**src/rtl/rectfill_pkg.sv**
```systemverilog
// Shared types for the queued rectangle-fill engine.
// Optional feature macro: RECTFILL_CHECKER_EN (adds a second checker colour per command).
package rectfill_pkg;

  localparam int unsigned RF_XW = 10;
  localparam int unsigned RF_YW = 10;
  localparam int unsigned RF_DN = 16;

  // Field widths follow the package widths; the top's XW/YW/DN default to these.
  typedef struct packed {
    logic [RF_XW-1:0] x;
    logic [RF_YW-1:0] y;
    logic [RF_XW-1:0] w;
    logic [RF_YW-1:0] h;
    logic [RF_DN-1:0] colour;
`ifdef RECTFILL_CHECKER_EN
    logic [RF_DN-1:0] colour2;
`endif
  } rect_cmd_t;

  typedef enum logic [1:0] {
    IDLE,
    LOAD,
    FILL,
    DONE
  } fill_state_t;

endpackage

```
**src/rtl/rectfill_queue_cmd_fifo.sv**
```systemverilog
// Generic synchronous FIFO (registered storage, full/empty flags).
module cmd_fifo #(
  parameter type         T     = logic,
  parameter int unsigned DEPTH = 4
) (
  input  logic clkSYS,
  input  logic reset,
  input  logic wr_en,
  input  T     wr_data,
  input  logic rd_en,
  output T     rd_data,
  output logic full,
  output logic empty
);

  localparam int unsigned PW = $clog2(DEPTH);

  T               mem [DEPTH];
  logic [PW-1:0]  wr_ptr;
  logic [PW-1:0]  rd_ptr;
  logic [PW:0]    count;
  logic           do_push;
  logic           do_pop;

  assign full    = (count == (PW+1)'(DEPTH));
  assign empty   = (count == '0);
  assign do_pop  = rd_en & ~empty;
  assign do_push = wr_en & (~full | do_pop);
  assign rd_data = mem[rd_ptr];

  // Storage write; contents need no reset since count gates visibility.
  always_ff @(posedge clkSYS) begin
    if (do_push) mem[wr_ptr] <= wr_data;
  end

  // Pointer and occupancy tracking.
  always_ff @(posedge clkSYS) begin
    if (reset) begin
      wr_ptr <= '0;
      rd_ptr <= '0;
      count  <= '0;
    end else begin
      if (do_push) wr_ptr <= wr_ptr + PW'(1);
      if (do_pop)  rd_ptr <= rd_ptr + PW'(1);
      case ({do_push, do_pop})
        2'b10:   count <= count + (PW+1)'(1);
        2'b01:   count <= count - (PW+1)'(1);
        default: count <= count;
      endcase
    end
  end

endmodule

```
**src/rtl/rectfill_queue.sv**
```systemverilog
// Queued rectangle-fill engine: buffers fill commands and writes each pixel
// through one write-only arbiter port. Optional macro: RECTFILL_CHECKER_EN.
module rectfill_queue
  import rectfill_pkg::*;
#(
  parameter int unsigned   AN    = 24,
  parameter int unsigned   DN    = RF_DN,
  parameter logic [AN-1:0] BASE  = 24'hfa0000,
  parameter int unsigned   LS    = 800,
  parameter int unsigned   XW    = RF_XW,
  parameter int unsigned   YW    = RF_YW,
  parameter int unsigned   DEPTH = 4
) (
  input  logic          clkSYS,
  input  logic          reset,
  input  logic          cmd_valid,
  output logic          cmd_ready,
  input  logic [XW-1:0] cmd_x,
  input  logic [YW-1:0] cmd_y,
  input  logic [XW-1:0] cmd_w,
  input  logic [YW-1:0] cmd_h,
  input  logic [DN-1:0] cmd_colour,
`ifdef RECTFILL_CHECKER_EN
  input  logic [DN-1:0] cmd_colour2,
`endif
  output logic [AN-1:0] req_addr,
  output logic [DN-1:0] req_data,
  output logic          req,
  output logic          req_wr,
  input  logic          req_ack,
  output logic          busy,
  output logic          done
);

  localparam logic [AN-1:0] LS_A = AN'(LS);

  fill_state_t   state;
  fill_state_t   state_nxt;
  rect_cmd_t     push_data;
  rect_cmd_t     head;
  logic          fifo_full;
  logic          fifo_empty;
  logic          pop;
  logic [AN-1:0] addr;
  logic [AN-1:0] row;
  logic [AN-1:0] row_calc;
  logic [XW-1:0] cols;
  logic [XW-1:0] w_reg;
  logic [YW-1:0] lines;
  logic [DN-1:0] colour;
  logic          last_col;
  logic          last_line;
`ifdef RECTFILL_CHECKER_EN
  logic [DN-1:0] colour2;
  logic          col_odd;
  logic          line_odd;
`endif

  // Pack the offered command into a FIFO record.
  always_comb begin
    push_data        = '0;
    push_data.x      = cmd_x;
    push_data.y      = cmd_y;
    push_data.w      = cmd_w;
    push_data.h      = cmd_h;
    push_data.colour = cmd_colour;
`ifdef RECTFILL_CHECKER_EN
    push_data.colour2 = cmd_colour2;
`endif
  end

  cmd_fifo #(
    .T     (rect_cmd_t),
    .DEPTH (DEPTH)
  ) u_fifo (
    .clkSYS  (clkSYS),
    .reset   (reset),
    .wr_en   (cmd_valid & cmd_ready),
    .wr_data (push_data),
    .rd_en   (pop),
    .rd_data (head),
    .full    (fifo_full),
    .empty   (fifo_empty)
  );

  assign cmd_ready = ~fifo_full;
  assign row_calc  = BASE + AN'(head.y) * LS_A + AN'(head.x);
  assign last_col  = (cols == XW'(1));
  assign last_line = (lines == YW'(1));
  assign req       = (state == FILL);
  assign req_wr    = 1'b1;
  assign req_addr  = addr;
  assign busy      = (state != IDLE) | ~fifo_empty;

`ifdef RECTFILL_CHECKER_EN
  assign req_data = (col_odd ^ line_odd) ? colour2 : colour;
`else
  assign req_data = colour;
`endif

  // State register.
  always_ff @(posedge clkSYS) begin
    if (reset) state <= IDLE;
    else       state <= state_nxt;
  end

  // Next-state, FIFO pop and retire pulse.
  always_comb begin
    state_nxt = state;
    pop       = 1'b0;
    done      = 1'b0;
    unique case (state)
      IDLE: if (!fifo_empty) state_nxt = LOAD;
      LOAD: begin
        pop       = 1'b1;
        state_nxt = (head.w == '0 || head.h == '0) ? DONE : FILL;
      end
      FILL: if (req_ack && last_col && last_line) state_nxt = DONE;
      DONE: begin
        done      = 1'b1;
        state_nxt = fifo_empty ? IDLE : LOAD;
      end
      default: state_nxt = IDLE;
    endcase
  end

  // Address/count datapath: one multiply at load, then incremental line steps.
  always_ff @(posedge clkSYS) begin
    if (reset) begin
      addr   <= '0;
      row    <= '0;
      cols   <= '0;
      w_reg  <= '0;
      lines  <= '0;
      colour <= '0;
`ifdef RECTFILL_CHECKER_EN
      colour2  <= '0;
      col_odd  <= 1'b0;
      line_odd <= 1'b0;
`endif
    end else begin
      if (state == LOAD) begin
        addr   <= row_calc;
        row    <= row_calc;
        cols   <= head.w;
        w_reg  <= head.w;
        lines  <= head.h;
        colour <= head.colour;
`ifdef RECTFILL_CHECKER_EN
        colour2  <= head.colour2;
        col_odd  <= 1'b0;
        line_odd <= 1'b0;
`endif
      end else if (state == FILL && req_ack) begin
        if (last_col) begin
          if (!last_line) begin
            lines <= lines - YW'(1);
            row   <= row + LS_A;
            addr  <= row + LS_A;
            cols  <= w_reg;
`ifdef RECTFILL_CHECKER_EN
            col_odd  <= 1'b0;
            line_odd <= ~line_odd;
`endif
          end
        end else begin
          addr <= addr + AN'(1);
          cols <= cols - XW'(1);
`ifdef RECTFILL_CHECKER_EN
          col_odd <= ~col_odd;
`endif
        end
      end
    end
  end

endmodule

```
**config.mk**
```make
export PLATFORM = sky130hd
export DESIGN_NAME = rectfill_queue
export DESIGN_NICKNAME = d
export VERILOG_FILES = /design/src/rtl/rectfill_pkg.sv /design/src/rtl/rectfill_queue_cmd_fifo.sv /design/src/rtl/rectfill_queue.sv
export SDC_FILE = /design/constraint.sdc
export NUM_CORES = 1
export LEC_CHECK = 0
export BUFFER_PORTS_ARGS = -buffer_cell sky130_fd_sc_hd__buf_2
export CORE_ASPECT_RATIO = 1.2
export CORE_MARGIN = 3
export CORE_UTILIZATION = 55
export DETAILED_ROUTE_END_ITERATION = 7
export GPL_TIMING_DRIVEN = 0
export PLACE_DENSITY = 0.74
export SLEW_MARGIN = 20
export SYNTH_ARGS = -nofsm -noshare
export SYNTH_HDL_FRONTEND = slang
export SYNTH_SLANG_ARGS = --single-unit
```
**constraint.sdc**
```tcl
create_clock -name clkSYS -period 7.5 [get_ports clkSYS]
set_input_delay 1.125 -clock clkSYS [delete_from_list [all_inputs] [get_ports clkSYS]]
set_output_delay 1.125 -clock clkSYS [all_outputs]
set_load 0.01 [all_outputs]
```
==> results.py, run 1 <==
metrics = {
    "layout": {
        "drive_gt1_frac": 0.176,
        "syn2layout_area_growth_pct": 14.5,
        "n_antenna_cell": 0,
        "largest_reg_flops": 224,
        "layout.nets": 1473,
        "regMostFlops": "u_fifo.mem",
        "final_cell_count_no_fill": 1717,
    },
    "global_routing": {
        "first_global_vias": 10711,
        "grt_max_degree": 47,
        "antenna_found_initial": 3,
        "gr-total-overflow": 0,
        "grt_first_pass_wirelength_microns": 57900,
        "track_usage": 0.250,
    },
    "synthesis": {
        "synth-edff-count": 224,
        "synthArstFlopShare": 0,
        "synth.distinct_cells": 70,
        "ys.flop_type": "edfxtp_1",
        "syn_avg_cell_area_sq_um": 12.6,
        "syn_nets": 1330,
        "ys_seq_area_frac": 0.580,
        "yosysWarningCount": 0,
        "syn_inst": 1208,
        "ys_ff_latch": 329,
        "netlist_area_sq_um": 15200,
    },
    "place": {
        "gp_congestion": 0.955,
        "portBuffers": 103,
        "place_ws_ns": 1.11,
        "hpwlAfterDp_microns": 25300,
        "dpl.cell_count": 1655,
    },
    "clock_network": {
        "hold_buffers": 0,
        "clkLatencyLatePin_ns": 0.52,
        "post_cts_buffers": 0,
        "tritoncts": "done",
        "clkSinkCount": 329,
        "cts_buffers": 34,
        "cts_max_level": 2,
        "cts_repair_resize_count": 0,
        "clockRootBuffer": "clkbuf_16",
        "clk_path_buf_depth": 3,
        "clk_pin_slew_ns": 0.06,
    },
    "worst_setup_path": {
        "cp_data_required_time_ns": 7.87,
        "crit_path_end_kind": "register",
        "crit_slowest_cell": "mux4_2",
        "worst-path-stages": 18,
        "worstSetupEndpoint": "req_addr[21]$_SDFFE_PP0P_",
        "cp_data_arrival_time_ns": 6.69,
        "critical_path_class": "register to register",
        "reg2reg_depth": 18,
        "crit_buf_inv": 6,
        "path_max_fanout": 10,
        "reg2reg_setup_slack_ns": 1.17,
        "crit_top_cell": "buf_2",
        "r2r-end": "req_addr[21]$_SDFFE_PP0P_",
        "critPathLaunchType": "register",
        "path_cells": "buf_2 > buf_2 > buf_2 > buf_2 > mux4_2 > ha_1 > ha_1 > inv_1 > fa_1 > inv_1 > ha_1 > and2_1 > a221oi_1 > a21oi_1 > or4_4 > o41ai_4 > a211o_1 > a211oi_1",
        "max_stage_delay_ns": 0.62,
        "critPathTopFamily": "buffers and inverters",
    },
    "floorplanning": {
        "die_y_microns": 188,
        "core_sq_um": 27200,
        "initial_core_util": 0.560,
        "rows": 66,
        "io_pins": 105,
        "die_width_microns": 158,
        "die_area_sq_um": 29700,
    },
    "sta": {
        "finalHoldViolCount": 0,
        "fin_tns_setup_ns": 0,
        "post-route-period-util": 0.844,
        "finalSetupViolations": 0,
        "max_freq_mhz": 158,
        "rsz0062_at_grt": "false",
        "drv_slew": 0,
        "setup_ws_ns": 1.17,
        "period_needed_ns": 6.33,
        "worst_pin_slew_ns": 0.949,
        "slew-limit-headroom": 0.367,
        "skew_ns": 0.0229,
    },
    "route": {
        "drtIter0Drc": 894,
        "viasPerCell": 6.09,
        "drcViolationCount": 0,
        "drt_pass1_iterations": 5,
        "wl_met1_microns": 14700,
        "ant_nets": 0,
        "finalWirelength_microns": 36200,
        "wire_per_inst_microns": 21.1,
        "dr_total_vias": 10451,
        "wl_met2_microns": 17700,
        "routed.top_layer": "met5",
        "wl_met3_microns": 2400,
    },
    "power_and_ir_drop": {
        "p_leak_nw": 6.22,
        "power.density_nw_per_um2": 456,
        "ir_worst_vdd_uv": 334,
    },
    "run": {
        "maxCapViolCount": 0,
    },
    "status": {
        "status": "complete, no violations",
    },
    "hold_path": {
        "hp-class": "register to register",
    },
}
==> cell usage after synthesis, drive strengths merged, types with 8 or more instances <==
cell / number / area share
nand2: 84 / 0.021
a311oi: 10 / 0.0058
a21o: 8 / 0.0039
dfxtp: 105 / 0.14
clkbuf: 44 / 0.011
mux2i: 21 / 0.014
o21ai: 38 / 0.013
o211ai: 10 / 0.0049
and3: 11 / 0.0045
edfxtp: 224 / 0.44
ha: 55 / 0.045
inv: 50 / 0.012
buf: 19 / 0.0057
a211oi: 26 / 0.013
a21oi: 79 / 0.026
and2: 9 / 0.0037
nand4: 10 / 0.0041
nand3: 34 / 0.012
xnor2: 35 / 0.021
xor2: 27 / 0.016
nor2: 122 / 0.030
nor3: 24 / 0.0086
nor4: 16 / 0.0074
a31oi: 8 / 0.0033
mux4: 56 / 0.083
==> where the power goes <==
| part | internal [mW] | total (mW) | switching, mW | leakage (nW) |
|---|---|---|---|---|
| combinational | 1.47 | 3.78 | 2.32 | 2.73 |
| clock | 1.01 | 1.70 | 0.689 | 0.572 |
| sequential | 2.24 | 2.47 | 0.223 | 2.92 |
==> placed cells by master (no fill, tap or decap), types with 10 or more instances in the layout <==
cell and n:
xnor2_1 34, nand3_1 33, ha_1 55, xor2_1 27, clkbuf_16 36, clkbuf_1 51, nor3_1 23, a211oi_1 25
mux4_2 56, buf_1 11, dfxtp_1 105, inv_1 49, a311oi_1 10, edfxtp_1 224, nand4_1 10, o211ai_1 10
nor2_1 122, nor4_1 14, buf_2 109, o21ai_0 34, nand2_1 84, mux2i_1 21, a21oi_1 79
==> worst reg2reg max path: cells and delay by family, from the launching register on <==
family	cells	cell delay, ns
flip-flops	1	0.35
adder cells (fa/ha/maj)	4	1.42
multiplexers	1	0.62
AND/OR/NAND/NOR	2	0.68
buffers and inverters	6	1.61
AO/OA/AOI/OAI	5	1.48
==> kinds of logic (layout without fill, tap and decap cells) <==
logic type               count (synthesis)  count (layout)  share of synthesized area
multiplexers                            77              77                     0.0967
buffers and inverters                  113             282                     0.0289
AO/OA/AOI/OAI                          225             225                     0.0969
AND/OR/NAND/NOR                        339             339                      0.106
flip-flops                             329             329                      0.580
other                                    1               1                   0.000246
XOR/XNOR                                62              62                     0.0362
adder cells (fa/ha/maj)                 62              62                     0.0544
==> layer usage <==
layer,vias to the layer above,track usage
met3,107,0.0487
met1,5136,0.331
met2,374,0.407
li1,4828,-
met4,6,0.102
met5,-,0
==> through the flow <==
stage                     total power [mW]  hold slack (ns)  cell area [sq um]   util
after detailed placement              6.25            0.451              16300  0.599
after CTS                             7.97            0.467              17400  0.641
final                                 7.95            0.467              17400  0.641
after global placement                6.17            0.452              16200  0.595
after global routing                  8.50            0.487              17400  0.641
after floorplan                       5.27            0.441              15200      -
==> area by class of cell <==
class	count	area [sq um]
Inverter	50	188
Clock buffer	48	996
Timing Repair Buffer	107	618
Sequential cell	329	8830
Fill cell	2048	9750
Tap cell	340	425
Clock inverter	14	149
Multi-Input combinational cell	766	5970
Buffer	63	251
==> worst min-delay path by stage <==
stage / from / end / slack, ns / cells past startpoint
after detailed placement: row[4]$_SDFFE_PP0P_ / row[4]$_SDFFE_PP0P_ / 0.45 / 2
after global routing: row[2]$_SDFFE_PP0P_ / row[2]$_SDFFE_PP0P_ / 0.49 / 2
after CTS: w_reg[1]$_SDFFE_PP0P_ / w_reg[1]$_SDFFE_PP0P_ / 0.47 / 2
after global placement: row[4]$_SDFFE_PP0P_ / row[4]$_SDFFE_PP0P_ / 0.45 / 2
after floorplan: row[4]$_SDFFE_PP0P_ / row[4]$_SDFFE_PP0P_ / 0.44 / 2
final: w_reg[1]$_SDFFE_PP0P_ / w_reg[1]$_SDFFE_PP0P_ / 0.47 / 2
(Power assumes the default switching activity.)
==> inputs of run 2 (changes only) <==
--- a/config.mk
+++ b/config.mk
@@ -11,7 +11,7 @@
 export CORE_UTILIZATION = 55
 export DETAILED_ROUTE_END_ITERATION = 7
 export GPL_TIMING_DRIVEN = 0
-export PLACE_DENSITY = 0.74
+export PLACE_DENSITY = 0.77
 export SLEW_MARGIN = 20
 export SYNTH_ARGS = -nofsm -noshare
 export SYNTH_HDL_FRONTEND = slang
==> constraint.sdc (replaced) <==
create_clock -name clkSYS -period 5.5 [get_ports clkSYS]
set_input_delay 0.825 -clock clkSYS [delete_from_list [all_inputs] [get_ports clkSYS]]
set_output_delay 0.825 -clock clkSYS [all_outputs]
set_load 0.01 [all_outputs]
==> results.py, run 2 (synthesis results as in run 1) <==
metrics = {
    "status": {
        "status": "complete, no violations",
    },
    "run": {
        "maxCapViolCount": 0,
    },
    "sta": {
        "period_needed_ns": 5.26,
        "finalHoldViolCount": 0,
        "worst_pin_slew_ns": 0.960,
        "finalSetupViolations": 0,
        "post-route-period-util": 0.956,
        "slew-limit-headroom": 0.360,
        "drv_slew": 0,
        "max_freq_mhz": 190,
        "skew_ns": 0.00985,
        "holdWs_ns": 0.467,
    },
    "clock_network": {
        "hold_buffers": 0,
        "clk_path_buf_depth": 3,
        "clkLatencyLatePin_ns": 0.56,
        "cts_max_level": 1,
        "clk_pin_slew_ns": 0.07,
        "clockRootBuffer": "clkbuf_16",
        "tritoncts": "done",
        "cts_buffers": 31,
        "clkSinkCount": 329,
    },
    "power_and_ir_drop": {
        "ir_worst_vdd_uv": 581,
        "seqPwrFrac": 0.303,
        "power_frac_clock": 0.192,
        "p_leak_nw": 6.20,
        "combPwrFrac": 0.505,
        "p_switching_mw": 4.60,
        "power.density_nw_per_um2": 638,
        "intPower_mw": 6.53,
        "total_power_mw": 11.1,
        "switching_share": 0.413,
    },
    "floorplanning": {
        "die_y_microns": 188,
        "die_width_microns": 158,
        "io_pins": 105,
        "core_sq_um": 27200,
        "initial_core_util": 0.560,
        "die_area_sq_um": 29700,
        "rows": 66,
    },
    "worst_setup_path": {
        "crit_slowest_cell": "or4_4",
        "max_stage_delay_ns": 0.58,
        "crit_path_end_kind": "register",
        "path_cells": "buf_2 > clkbuf_2 > mux4_2 > ha_1 > ha_1 > inv_1 > fa_1 > inv_1 > ha_1 > buf_4 > inv_1 > a2111oi_4 > a311oi_2 > or4_4 > o41ai_4 > buf_4 > a211o_4 > a311oi_1",
        "reg2reg_setup_slack_ns": 0.24,
        "critPathLaunchType": "register",
        "cp_data_arrival_time_ns": 5.67,
        "critical_path_class": "register to register",
        "reg2reg_depth": 18,
        "path_max_fanout": 11,
        "r2r-end": "req_addr[23]$_SDFFE_PP0P_",
        "cp_data_required_time_ns": 5.91,
    },
    "place": {
        "portBuffers": 103,
        "gp_congestion": 0.975,
        "hpwlAfterDp_microns": 25300,
    },
    "global_routing": {
        "track_usage": 0.246,
        "grt_first_pass_wirelength_microns": 56900,
        "antenna_found_initial": 2,
        "grt_max_degree": 48,
        "gr-total-overflow": 0,
        "first_global_vias": 10420,
    },
    "layout": {
        "layout_commonest_cell": "edfxtp_1",
        "syn2layout_area_growth_pct": 14.7,
        "regMostFlops": "u_fifo.mem",
        "layout.nets": 1472,
        "fillers": 2005,
        "drive_gt1_frac": 0.183,
        "final_cell_mix": "edfxtp_1, nor2_1, buf_2",
        "largest_reg_flops": 224,
        "final_core_util": 0.642,
    },
    "route": {
        "drcViolationCount": 0,
        "drt_pass1_iterations": 5,
        "drtIter0Drc": 972,
        "ant_nets": 0,
        "viasPerCell": 6.14,
        "finalWirelength_microns": 36500,
        "dr_total_vias": 10522,
        "wire_per_inst_microns": 21.3,
    },
    "hold_path": {
        "hold_depth": 2,
        "hp-class": "register to register",
        "hold_end": "row[4]$_SDFFE_PP0P_",
        "min_from": "row[4]$_SDFFE_PP0P_",
    },
}
==> run 2: critical path, delay by kind of cell (launching register included) <==
| family | cells | cell delay [ns] |
|---|---|---|
| AOI/OAI and AO/OA | 5 | 1.03 |
| adders and majority gates | 4 | 1.38 |
| buffers and inverters | 7 | 1.20 |
| DFF | 1 | 0.51 |
| muxes | 1 | 0.39 |
| and+or+nand+nor | 1 | 0.58 |
==> run 2: per-stage QoR <==
stage | instances | worst slack [ns] | instance area (sq um) | setup TNS (ns)
final | 1714 | 0.240 | 17500 | 0
after global routing | 1713 | -0.0161 | 17500 | -0.0201
after CTS | 1712 | 0.00369 | 17400 | 0
after detailed placement | 1655 | -0.758 | 16300 | -12.78
after global placement | 1651 | -0.716 | 16200 | -12.18
after floorplan | 1208 | 0.0412 | 15200 | 0
==> run 2: worst max path at each step <==
stage / to / slack, ns / cells after the start / startpoint
2_1_floorplan: row[21]$_SDFFE_PP0P_ / 0.04 / 19 / register
3_3_place_gp: req_addr[22]$_SDFFE_PP0P_ / -0.72 / 18 / register
3_5_place_dp: req_addr[23]$_SDFFE_PP0P_ / -0.76 / 19 / register
4_1_cts: req_addr[23]$_SDFFE_PP0P_ / 0.004 / 20 / register
5_1_grt: row[18]$_SDFFE_PP0P_ / -0.02 / 18 / register
6_report: req_addr[23]$_SDFFE_PP0P_ / 0.24 / 18 / register
==> run 2: per-layer routing <==
metal  share of wire  up-vias  global-route usage
li1                -     4830                   -
met1            0.40     5158               0.330
met2            0.48      411               0.402
met3           0.067      119              0.0351
met4           0.048        4               0.107
met5         0.00074        -                   0
==> run 2: repair_timing <==
item	in CTS	in global routing
endpoints found under the setup margin	23	20
gates resized for setup	18	12
setup buffers	2	3
pin swaps	3	3
==> run 2: area by class of cell <==
class | count | area [sq um] | share of cell area
timing repair buffer | 112 | 663 | 0.0380
multi-input combinational | 766 | 6060 | 0.347
clock buffer | 43 | 871 | 0.0499
sequential | 329 | 8830 | 0.506
antenna | 1 | 2.50 | 0.000143
tap | 340 | 425 | 0.0244
buffer | 60 | 272 | 0.0156
inverter | 50 | 188 | 0.0108
clock inverter | 13 | 146 | 0.00839
==> run 2: power by group through the flow <==
stage / Combinational, mW / Clock [mW] / Sequential (mW)
after floorplan: 3.82 / 0 / 3.37
final: 5.62 / 2.14 / 3.37
after global routing: 6.12 / 2.26 / 3.41
after detailed placement: 5.13 / 0 / 3.41
after global placement: 5.00 / 0 / 3.40
after CTS: 5.36 / 2.16 / 3.36
